[src/rtl/cv32e41s_pmp_csr_regs_if.sv]
// rtl/cv32e41s_pmp_csr_regs_if.sv - PMP CSR state types and the CSR request/response bus interface
package cv32e41s_pmp_csr_pkg;

  typedef enum logic [1:0] {
    PMP_OFF   = 2'b00,
    PMP_TOR   = 2'b01,
    PMP_NA4   = 2'b10,
    PMP_NAPOT = 2'b11
  } pmp_mode_e;

  typedef enum logic [1:0] {
    CSR_READ  = 2'b00,
    CSR_WRITE = 2'b01,
    CSR_SET   = 2'b10,
    CSR_CLEAR = 2'b11
  } csr_op_e;

  // One pmpcfg byte: L, two reserved bits (always 0), A, X, W, R
  typedef struct packed {
    logic      lock;
    logic [1:0] zero;
    pmp_mode_e mode;
    logic      exec;
    logic      write;
    logic      read;
  } pmp_cfg_t;

  typedef struct packed {
    logic rlb;
    logic mmwp;
    logic mml;
  } mseccfg_t;

  typedef struct packed {
    pmp_cfg_t [15:0]        cfg;
    logic     [15:0][33:0]  addr;
    logic     [15:0][31:0]  pmraddroff;
    mseccfg_t               mseccfg;
  } pmp_csr_t;

endpackage

interface cv32e41s_pmp_csr_regs_if;
  logic        req_valid;
  logic        req_ready;
  logic [11:0] req_addr;
  logic [1:0]  req_op;
  logic [31:0] req_wdata;
  logic        resp_valid;
  logic        resp_ready;
  logic [31:0] resp_rdata;
  logic        resp_err;

  modport master (
    output req_valid, req_addr, req_op, req_wdata, resp_ready,
    input  req_ready, resp_valid, resp_rdata, resp_err
  );

  modport slave (
    input  req_valid, req_addr, req_op, req_wdata, resp_ready,
    output req_ready, resp_valid, resp_rdata, resp_err
  );
endinterface

[src/rtl/cv32e41s_pmp_csr_regs.sv]
// rtl/cv32e41s_pmp_csr_regs.sv - PMP/PMR CSR register file with lock and WARL legalisation (PMR offset CSRs under XPMP_PMR_CSR_EN)
module cv32e41s_pmp_csr_regs
  import cv32e41s_pmp_csr_pkg::*;
#(
  parameter int          PMP_GRANULARITY = 0,
  parameter int          PMP_NUM_REGIONS = 1,
  parameter logic [11:0] PMR_OFF_BASE    = 12'hBD0
) (
  input  logic                          clk,
  input  logic                          rst_n,
  cv32e41s_pmp_csr_regs_if.slave        csr_bus,
  output pmp_csr_t                      csr_pmp_o
);

  typedef enum logic [1:0] {
    S_IDLE   = 2'b00,
    S_CHECK  = 2'b01,
    S_COMMIT = 2'b10,
    S_RESP   = 2'b11
  } state_e;

  state_e state_q, state_d;

  // Captured request
  logic [11:0] req_addr_q;
  logic [1:0]  req_op_q;
  logic [31:0] req_wdata_q;

  // Results of the CHECK stage
  logic [31:0] rdata_q;
  logic        err_q;
  logic [31:0] new_q;
  logic [3:0]  cfg_we_q;
  logic        addr_we_q;
  logic        msec_we_q;
  logic        rlb_we_q;
  logic        pmr_we_q;

  // Protection state
  pmp_cfg_t [15:0]       pmp_cfg_q,  pmp_cfg_d;
  logic     [15:0][33:0] pmp_addr_q, pmp_addr_d;
  mseccfg_t              mseccfg_q,  mseccfg_d;
`ifdef XPMP_PMR_CSR_EN
  logic     [15:0][31:0] pmr_off_q,  pmr_off_d;
`endif

  // Combinational decode / check signals
  logic        hit_cfg, hit_addr, hit_msec, sel_pmr;
  logic [11:0] pmr_rel;
  logic [3:0]  idx, idx_nxt;
  logic [31:0] old_val, new_val;
  logic        dec_err, do_wr, addr_lock, any_lock;
  logic [3:0]  cfg_we;
  logic        addr_we, msec_we, rlb_we, pmr_we;

  // Address read-back shaping for coarse granularity; the stored value is untouched
  function automatic logic [31:0] addr_rd(input logic [31:0] val, input pmp_mode_e mode);
    logic [31:0] r;
    r = val;
    for (int b = 0; b < 32; b++) begin
      if (mode == PMP_NAPOT && b <= PMP_GRANULARITY - 2) begin
        r[b] = 1'b1;
      end else if ((mode == PMP_OFF || mode == PMP_TOR) && PMP_GRANULARITY >= 2 &&
                   b <= PMP_GRANULARITY - 1) begin
        r[b] = 1'b0;
      end
    end
    return r;
  endfunction

  // State register
  always_ff @(posedge clk) begin
    if (!rst_n) state_q <= S_IDLE;
    else        state_q <= state_d;
  end

  // Next state: one request walks IDLE->CHECK->COMMIT->RESP, RESP waits for the consumer
  always_comb begin
    state_d = state_q;
    unique case (state_q)
      S_IDLE:   if (csr_bus.req_valid) state_d = S_CHECK;
      S_CHECK:  state_d = S_COMMIT;
      S_COMMIT: state_d = S_RESP;
      S_RESP:   if (csr_bus.resp_ready) state_d = S_IDLE;
      default:  state_d = S_IDLE;
    endcase
  end

  // Request capture on handshake
  always_ff @(posedge clk) begin
    if (!rst_n) begin
      req_addr_q  <= '0;
      req_op_q    <= '0;
      req_wdata_q <= '0;
    end else if (state_q == S_IDLE && csr_bus.req_valid) begin
      req_addr_q  <= csr_bus.req_addr;
      req_op_q    <= csr_bus.req_op;
      req_wdata_q <= csr_bus.req_wdata;
    end
  end

  // Address decode; PMR window is decoded in every build so it can be rejected explicitly
  always_comb begin
    pmr_rel  = req_addr_q - PMR_OFF_BASE;
    hit_cfg  = (req_addr_q[11:2] == 10'h0E8);
    hit_addr = (req_addr_q[11:4] == 8'h3B);
    hit_msec = (req_addr_q == 12'h747);
    sel_pmr  = !hit_cfg && !hit_addr && !hit_msec && (pmr_rel[11:4] == 8'h00);
    idx      = hit_addr ? req_addr_q[3:0] : pmr_rel[3:0];
    idx_nxt  = idx + 4'd1;
  end

  // Old value, new value and lock evaluation for the captured request
  always_comb begin
    old_val = '0;
    dec_err = 1'b0;
    if (hit_cfg) begin
      for (int b = 0; b < 4; b++) begin
        old_val[8*b +: 8] = pmp_cfg_q[{req_addr_q[1:0], 2'(b)}];
      end
    end else if (hit_addr) begin
      old_val = addr_rd(pmp_addr_q[idx][33:2], pmp_cfg_q[idx].mode);
`ifdef XPMP_PMR_CSR_EN
    end else if (hit_msec) begin
      old_val = {29'b0, mseccfg_q.rlb, mseccfg_q.mmwp, mseccfg_q.mml};
    end else if (sel_pmr) begin
      old_val = pmr_off_q[idx];
    end else begin
      dec_err = 1'b1;
    end
`else
    end else if (hit_msec) begin
      old_val = {29'b0, mseccfg_q.rlb, mseccfg_q.mmwp, mseccfg_q.mml};
    end else begin
      dec_err = 1'b1;
    end
`endif

    unique case (req_op_q)
      CSR_WRITE: new_val = req_wdata_q;
      CSR_SET:   new_val = old_val | req_wdata_q;
      CSR_CLEAR: new_val = old_val & ~req_wdata_q;
      default:   new_val = old_val;
    endcase

    do_wr = !dec_err && ((req_op_q == CSR_WRITE) ||
                         ((req_op_q == CSR_SET || req_op_q == CSR_CLEAR) && req_wdata_q != 32'h0));

    // An address entry is frozen by its own L, or by the next entry's L when that entry is TOR
    addr_lock = (pmp_cfg_q[idx].lock ||
                 (idx != 4'hF && pmp_cfg_q[idx_nxt].lock && pmp_cfg_q[idx_nxt].mode == PMP_TOR)) &&
                !mseccfg_q.rlb;

    any_lock = 1'b0;
    for (int i = 0; i < 16; i++) begin
      any_lock = any_lock | pmp_cfg_q[i].lock;
    end

    for (int b = 0; b < 4; b++) begin
      cfg_we[b] = do_wr && hit_cfg &&
                  (int'({req_addr_q[1:0], 2'(b)}) < PMP_NUM_REGIONS) &&
                  !(pmp_cfg_q[{req_addr_q[1:0], 2'(b)}].lock && !mseccfg_q.rlb) &&
                  !(new_val[8*b +: 2] == 2'b10 && !mseccfg_q.mml) &&
                  !(new_val[8*b+3 +: 2] == PMP_NA4 && PMP_GRANULARITY >= 1);
    end

    addr_we = do_wr && hit_addr && (int'(idx) < PMP_NUM_REGIONS) && !addr_lock;
    msec_we = do_wr && hit_msec;
    rlb_we  = mseccfg_q.rlb || !any_lock;
`ifdef XPMP_PMR_CSR_EN
    pmr_we  = do_wr && sel_pmr && (int'(idx) < PMP_NUM_REGIONS) && !addr_lock;
`else
    pmr_we  = 1'b0;
`endif
  end

  // CHECK stage results, held for COMMIT and RESP
  always_ff @(posedge clk) begin
    if (!rst_n) begin
      rdata_q   <= '0;
      err_q     <= 1'b0;
      new_q     <= '0;
      cfg_we_q  <= '0;
      addr_we_q <= 1'b0;
      msec_we_q <= 1'b0;
      rlb_we_q  <= 1'b0;
      pmr_we_q  <= 1'b0;
    end else if (state_q == S_CHECK) begin
      rdata_q   <= old_val;
      err_q     <= dec_err;
      new_q     <= new_val;
      cfg_we_q  <= cfg_we;
      addr_we_q <= addr_we;
      msec_we_q <= msec_we;
      rlb_we_q  <= rlb_we;
      pmr_we_q  <= pmr_we;
    end
  end

  // COMMIT: apply the pre-checked updates; nothing changes in any other state
  always_comb begin
    pmp_cfg_d  = pmp_cfg_q;
    pmp_addr_d = pmp_addr_q;
    mseccfg_d  = mseccfg_q;
`ifdef XPMP_PMR_CSR_EN
    pmr_off_d  = pmr_off_q;
`endif
    if (state_q == S_COMMIT) begin
      for (int b = 0; b < 4; b++) begin
        if (cfg_we_q[b]) begin
          pmp_cfg_d[{req_addr_q[1:0], 2'(b)}] = pmp_cfg_t'({new_q[8*b+7], 2'b00, new_q[8*b +: 5]});
        end
      end
      if (addr_we_q) pmp_addr_d[idx] = {new_q, 2'b00};
      if (msec_we_q) begin
        mseccfg_d.mml  = mseccfg_q.mml  | new_q[0];
        mseccfg_d.mmwp = mseccfg_q.mmwp | new_q[1];
        if (rlb_we_q) mseccfg_d.rlb = new_q[2];
      end
`ifdef XPMP_PMR_CSR_EN
      if (pmr_we_q) pmr_off_d[idx] = new_q;
`endif
    end
  end

  // Protection state registers
  always_ff @(posedge clk) begin
    if (!rst_n) begin
      pmp_cfg_q  <= '0;
      pmp_addr_q <= '0;
      mseccfg_q  <= '0;
`ifdef XPMP_PMR_CSR_EN
      pmr_off_q  <= '0;
`endif
    end else begin
      pmp_cfg_q  <= pmp_cfg_d;
      pmp_addr_q <= pmp_addr_d;
      mseccfg_q  <= mseccfg_d;
`ifdef XPMP_PMR_CSR_EN
      pmr_off_q  <= pmr_off_d;
`endif
    end
  end

  // Outputs
  always_comb begin
    csr_bus.req_ready    = (state_q == S_IDLE);
    csr_bus.resp_valid   = (state_q == S_RESP);
    csr_bus.resp_rdata   = rdata_q;
    csr_bus.resp_err     = err_q;
    csr_pmp_o.cfg        = pmp_cfg_q;
    csr_pmp_o.addr       = pmp_addr_q;
    csr_pmp_o.mseccfg    = mseccfg_q;
`ifdef XPMP_PMR_CSR_EN
    csr_pmp_o.pmraddroff = pmr_off_q;
`else
    csr_pmp_o.pmraddroff = '0;
`endif
  end

endmodule

[src/flat_wrapper.sv]
// flat-port wrapper written by rule: the top's interface ports become plain ports
module cv32e41s_pmp_csr_regs_flat import cv32e41s_pmp_csr_pkg::*;
#(
  parameter int          PMP_GRANULARITY = 0,
  parameter int          PMP_NUM_REGIONS = 1,
  parameter logic [11:0] PMR_OFF_BASE    = 12'hBD0
)
  (clk, rst_n, csr_pmp_o, csr_bus_req_valid, csr_bus_req_addr, csr_bus_req_op, csr_bus_req_wdata, csr_bus_resp_ready, csr_bus_req_ready, csr_bus_resp_valid, csr_bus_resp_rdata, csr_bus_resp_err);
  cv32e41s_pmp_csr_regs_if csr_bus_i ();
  input  logic clk;
  input  logic rst_n;
  output pmp_csr_t csr_pmp_o;
  input wire logic [$bits(csr_bus_i.req_valid)-1:0] csr_bus_req_valid;
  input wire logic [$bits(csr_bus_i.req_addr)-1:0] csr_bus_req_addr;
  input wire logic [$bits(csr_bus_i.req_op)-1:0] csr_bus_req_op;
  input wire logic [$bits(csr_bus_i.req_wdata)-1:0] csr_bus_req_wdata;
  input wire logic [$bits(csr_bus_i.resp_ready)-1:0] csr_bus_resp_ready;
  output wire logic [$bits(csr_bus_i.req_ready)-1:0] csr_bus_req_ready;
  output wire logic [$bits(csr_bus_i.resp_valid)-1:0] csr_bus_resp_valid;
  output wire logic [$bits(csr_bus_i.resp_rdata)-1:0] csr_bus_resp_rdata;
  output wire logic [$bits(csr_bus_i.resp_err)-1:0] csr_bus_resp_err;
  assign csr_bus_i.req_valid = csr_bus_req_valid;
  assign csr_bus_i.req_addr = csr_bus_req_addr;
  assign csr_bus_i.req_op = csr_bus_req_op;
  assign csr_bus_i.req_wdata = csr_bus_req_wdata;
  assign csr_bus_i.resp_ready = csr_bus_resp_ready;
  assign csr_bus_req_ready = csr_bus_i.req_ready;
  assign csr_bus_resp_valid = csr_bus_i.resp_valid;
  assign csr_bus_resp_rdata = csr_bus_i.resp_rdata;
  assign csr_bus_resp_err = csr_bus_i.resp_err;
  cv32e41s_pmp_csr_regs #(.PMP_GRANULARITY(PMP_GRANULARITY), .PMP_NUM_REGIONS(PMP_NUM_REGIONS), .PMR_OFF_BASE(PMR_OFF_BASE)) u_core (.clk(clk), .rst_n(rst_n), .csr_bus(csr_bus_i), .csr_pmp_o(csr_pmp_o));
endmodule
[config.mk]
export PLATFORM = sky130hd
export DESIGN_NAME = cv32e41s_pmp_csr_regs_flat
export DESIGN_NICKNAME = d
export VERILOG_FILES = /design/src/rtl/cv32e41s_pmp_csr_regs_if.sv /design/src/rtl/cv32e41s_pmp_csr_regs.sv /design/src/flat_wrapper.sv
export SDC_FILE = /design/constraint.sdc
export NUM_CORES = 2
export LEC_CHECK = 0
export CAP_MARGIN = 20
export CORE_AREA = 2 2 491 493
export CTS_CLUSTER_DIAMETER = 100
export DETAILED_ROUTE_END_ITERATION = 10
export DIE_AREA = 0 0 493 495
export SETUP_SLACK_MARGIN = 0.2
export SLEW_MARGIN = 0
export SYNTH_ARGS = -nofsm -noshare
export SYNTH_HDL_FRONTEND = slang
export SYNTH_SLANG_ARGS = --single-unit
[constraint.sdc]
create_clock -name clk -period 7.2 [get_ports clk]
set_clock_uncertainty 0.05 [all_clocks]
set_input_delay 1.44 -clock clk [delete_from_list [all_inputs] [get_ports clk]]
set_output_delay 1.44 -clock clk [all_outputs]
set_load 0.02 [all_outputs]
==> reports/results.txt <==
Sw Pwr -> 3.297 mW
Die Height -> 495 um
mapped cell area -> 33030 um^2
starting density of the core -> 0.1381
Synth Flop Type -> dfxtp_1
TritonCTS clock tree -> built
GR peak layer -> met2
Worst Tran Pin Value -> 1.210 ns
final core utilization -> 0.1786
sequential share of the synthesized area -> 0.3976
Fin. Hold Viols -> 0
maximum VDD drop -> 0.0001581 V
Worst path top cell family by delay -> buffers and inverters
Root Driver -> clkbuf_16
post-CTS resize count -> 0
worst path cell trace -> inv_1, ha_1, clkdlybuf4s50_1
Routed WL per cell -> 27.62 um
Remaining DRCs -> 180
dominant cell type by area after synthesis -> dfxtp_1
Max-cap violations -> 0
share of post-route cells with drive strength above 1 -> 0.08626
Synth top area share -> 0.3976
Logic pwr share -> 0.171
DR vias/cell -> 3.960
CTS clk-pin slew, worst paths -> 0.07 ns
fin. max-slew vios -> 0
drt first pass iters -> 10
Die Span X -> 493 um
setup tns final -> 0 ns
Yosys cell types -> 54
CTS buffer count -> 77
CP startpoint kind -> flop
Critical-path top delay cell -> clkdlybuf4s50_1
commonest non-fill, non-tap cell in the layout -> nand2_1
Synth Instances -> 4009
first-pass GRT wire length -> 272400 um
Rel. slew slack -> 0.1921
final period utilization -> 0.5136
max incr delay on CP -> 0.77 ns
Sink Count -> 656
total core area -> 239200 um^2
FF-to-FF path depth -> 8
vias in the first global route -> 27200
Hold Crit Depth -> 2
RSZ-0062 raised after global routing -> false
Fmax achieved -> 0.2704 GHz
Synth Register Bits -> 656
asr flop ratio synth -> 0
cts hold-fix bufs -> 0
die area -> 244000 um^2
total congestion overflow -> 0
met2 Use GR -> 0.2547
commonest non-fill, non-tap cells in the layout -> nand2_1, dfxtp_1, conb_1
Routability Congestion -> 0.8705
critical path capture point type -> output port
min cycle time layout -> 3.698 ns
# Post-CTS Setup Buffers -> 0
met1 Usage GRT -> 0.2019
Lkg Pwr -> 14.29 nW
WP data arrival -> 2.21 ns
final wirelength -> 212700 um
Post-DRT Antenna Nets -> 0
Clk pwr share -> 0.428
pin count of the biggest net entering global routing -> 125
Total Power -> 9.730 mW
largest cells by area after synthesis -> dfxtp_1, buf_4, nand2_1, mux4_2, a21oi_1
number of synthesized flops with an enable pin -> 0
I/O pin cnt -> 1272
layout net count -> 4495
worst min path class -> reg2reg
kind of critical path -> reg2out
internal power -> 6.433 mW
drt initial violations -> 3732
PD cells -> 227.8 nW/um^2
Final setup viols -> 0
WP buf/inv -> 2
failing checks -> DRC
FP Rows -> 180
area delta synth->final -> 29.33%
synth warn -> 0
initial antenna violation count -> 68
GRT Total Usage -> 0.1662
Sw Share -> 0.3388
sequential power share -> 0.402
status -> finished with violations
Bufs on Longest Clock Path -> 3
post-detail-place hpwl -> 157400 um
GR Util met3 -> 0.06913
WP depth -> 3
crit path max fanout -> 5
required time worst endpoint -> 5.71 ns
Post-Syn Area per Cell -> 8.238 um^2
buffers added on ports -> 623
H-tree levels -> 3
routed vias -> 30500
Worst-Skew Late Latency -> 0.71 ns
-- metal layers --
layer  up-vias  wire (um)
met5         -        135
met4        22      11150
met3       340      26750
met2      2213      92070
met1     15100      82640
li1      12830          -
-- flip-flops by register name, indices dropped and copies added (netlist names) --
register and count:
u_core.req_op_q 2, u_core.req_addr_q 12, u_core.addr_we_q 1, u_core.csr_bus.resp_rdata 32
u_core.req_wdata_q 32, u_core.rlb_we_q 1, u_core.cfg_we_q 1, u_core.csr_bus.resp_err 1
u_core.new_q 32, u_core.csr_pmp_o 539, u_core.msec_we_q 1, u_core.state_q 2
-- synthesized netlist by cell type (3+ instances only) --
| master | instances |
|---|---|
| a211oi_1 | 21 |
| a21oi_1 | 613 |
| a31oi_1 | 5 |
| and2_1 | 24 |
| and3_1 | 18 |
| buf_1 | 9 |
| buf_2 | 86 |
| buf_4 | 659 |
| buf_6 | 11 |
| clkbuf_1 | 212 |
| dfxtp_1 | 656 |
| ha_1 | 8 |
| inv_1 | 9 |
| inv_2 | 4 |
| mux2i_1 | 67 |
| mux4_2 | 147 |
| nand2_1 | 1215 |
| nand2b_1 | 9 |
| nand3_1 | 26 |
| nand3b_1 | 3 |
| nand4_1 | 4 |
| nor2_1 | 73 |
| nor2b_1 | 20 |
| nor3_1 | 12 |
| nor3_2 | 3 |
| nor4_1 | 7 |
| o2111ai_1 | 6 |
| o211ai_1 | 4 |
| o21ai_0 | 36 |
| o21ai_1 | 9 |
| xor2_1 | 4 |
-- worst register-to-register path: stages (launching register included) --
cell and delay [ns]:
dfxtp_4 0.71, buf_4 0.58, buf_4 0.53, mux4_2 0.32, nand2_1 0.05, and3_1 0.22
a211oi_1 0.69, mux2i_1 0.19, nor2_1 0.13
-- power by group through the flow --
stage / clock [mW] / sequential, mW / combinational (mW)
floorplan: 0 / 3.87 / 1.40
global placement: 0 / 3.99 / 1.65
detailed placement: 0 / 3.99 / 1.66
CTS: 4.25 / 3.91 / 1.66
global route: 4.36 / 3.92 / 1.77
finish: 4.16 / 3.91 / 1.66
-- logic make-up (layout without fill, tap and decap cells) --
logic type | after synthesis | after routing | share of synthesized area
compound gates | 707 | 707 | 0.1112
fa+ha+maj | 8 | 8 | 0.003031
simple gates | 1426 | 1426 | 0.1724
flops | 656 | 656 | 0.3976
mux | 215 | 215 | 0.1209
buf+inv | 990 | 832 | 0.1932
other cells | 1 | 668 | 0.0001135
xor+xnor | 6 | 6 | 0.001591
-- layout make-up --
class                   instances  area (um^2)
diodes                         20        50.05
clock buffers                 101         2198
clock inverters                39        450.4
fillers                     26640       196500
inverters                      13        56.30
multi-input cells            3010        16060
flip-flops and latches        656        13150
well taps                    3185         3985
repair buffers                679         6771
-- final timing paths --
kind	from	slack, ns	endpoint
max reg2reg	u_core.req_addr_q[3]$_SDFFE_PN0P_	3.67	u_core.csr_bus.resp_rdata[31]$_SDFFE_PN0N_
max	u_core.state_q[1]$_SDFFE_PN0P_	3.50	csr_bus_req_ready
min	u_core.csr_pmp_o[688]$_SDFFE_PN0P_	0.42	u_core.csr_pmp_o[688]$_SDFFE_PN0P_
min reg2reg	u_core.csr_pmp_o[688]$_SDFFE_PN0P_	0.42	u_core.csr_pmp_o[688]$_SDFFE_PN0P_
-- metrics by stage --
step / setup WS (ns) / cells / area, um^2 / hold slack (ns)
final: 3.502 / 7703 / 42720 / 0.4164
after global routing: 3.323 / 7684 / 42670 / 0.4371
after CTS: 3.326 / 7681 / 42610 / 0.4204
after detailed placement: 3.483 / 7541 / 39960 / 0.4110
after global placement: 3.515 / 7541 / 39960 / 0.4018
after floorplan: 4.458 / 4656 / 35460 / 0.3893
Power figures use the tool's default switching activity.
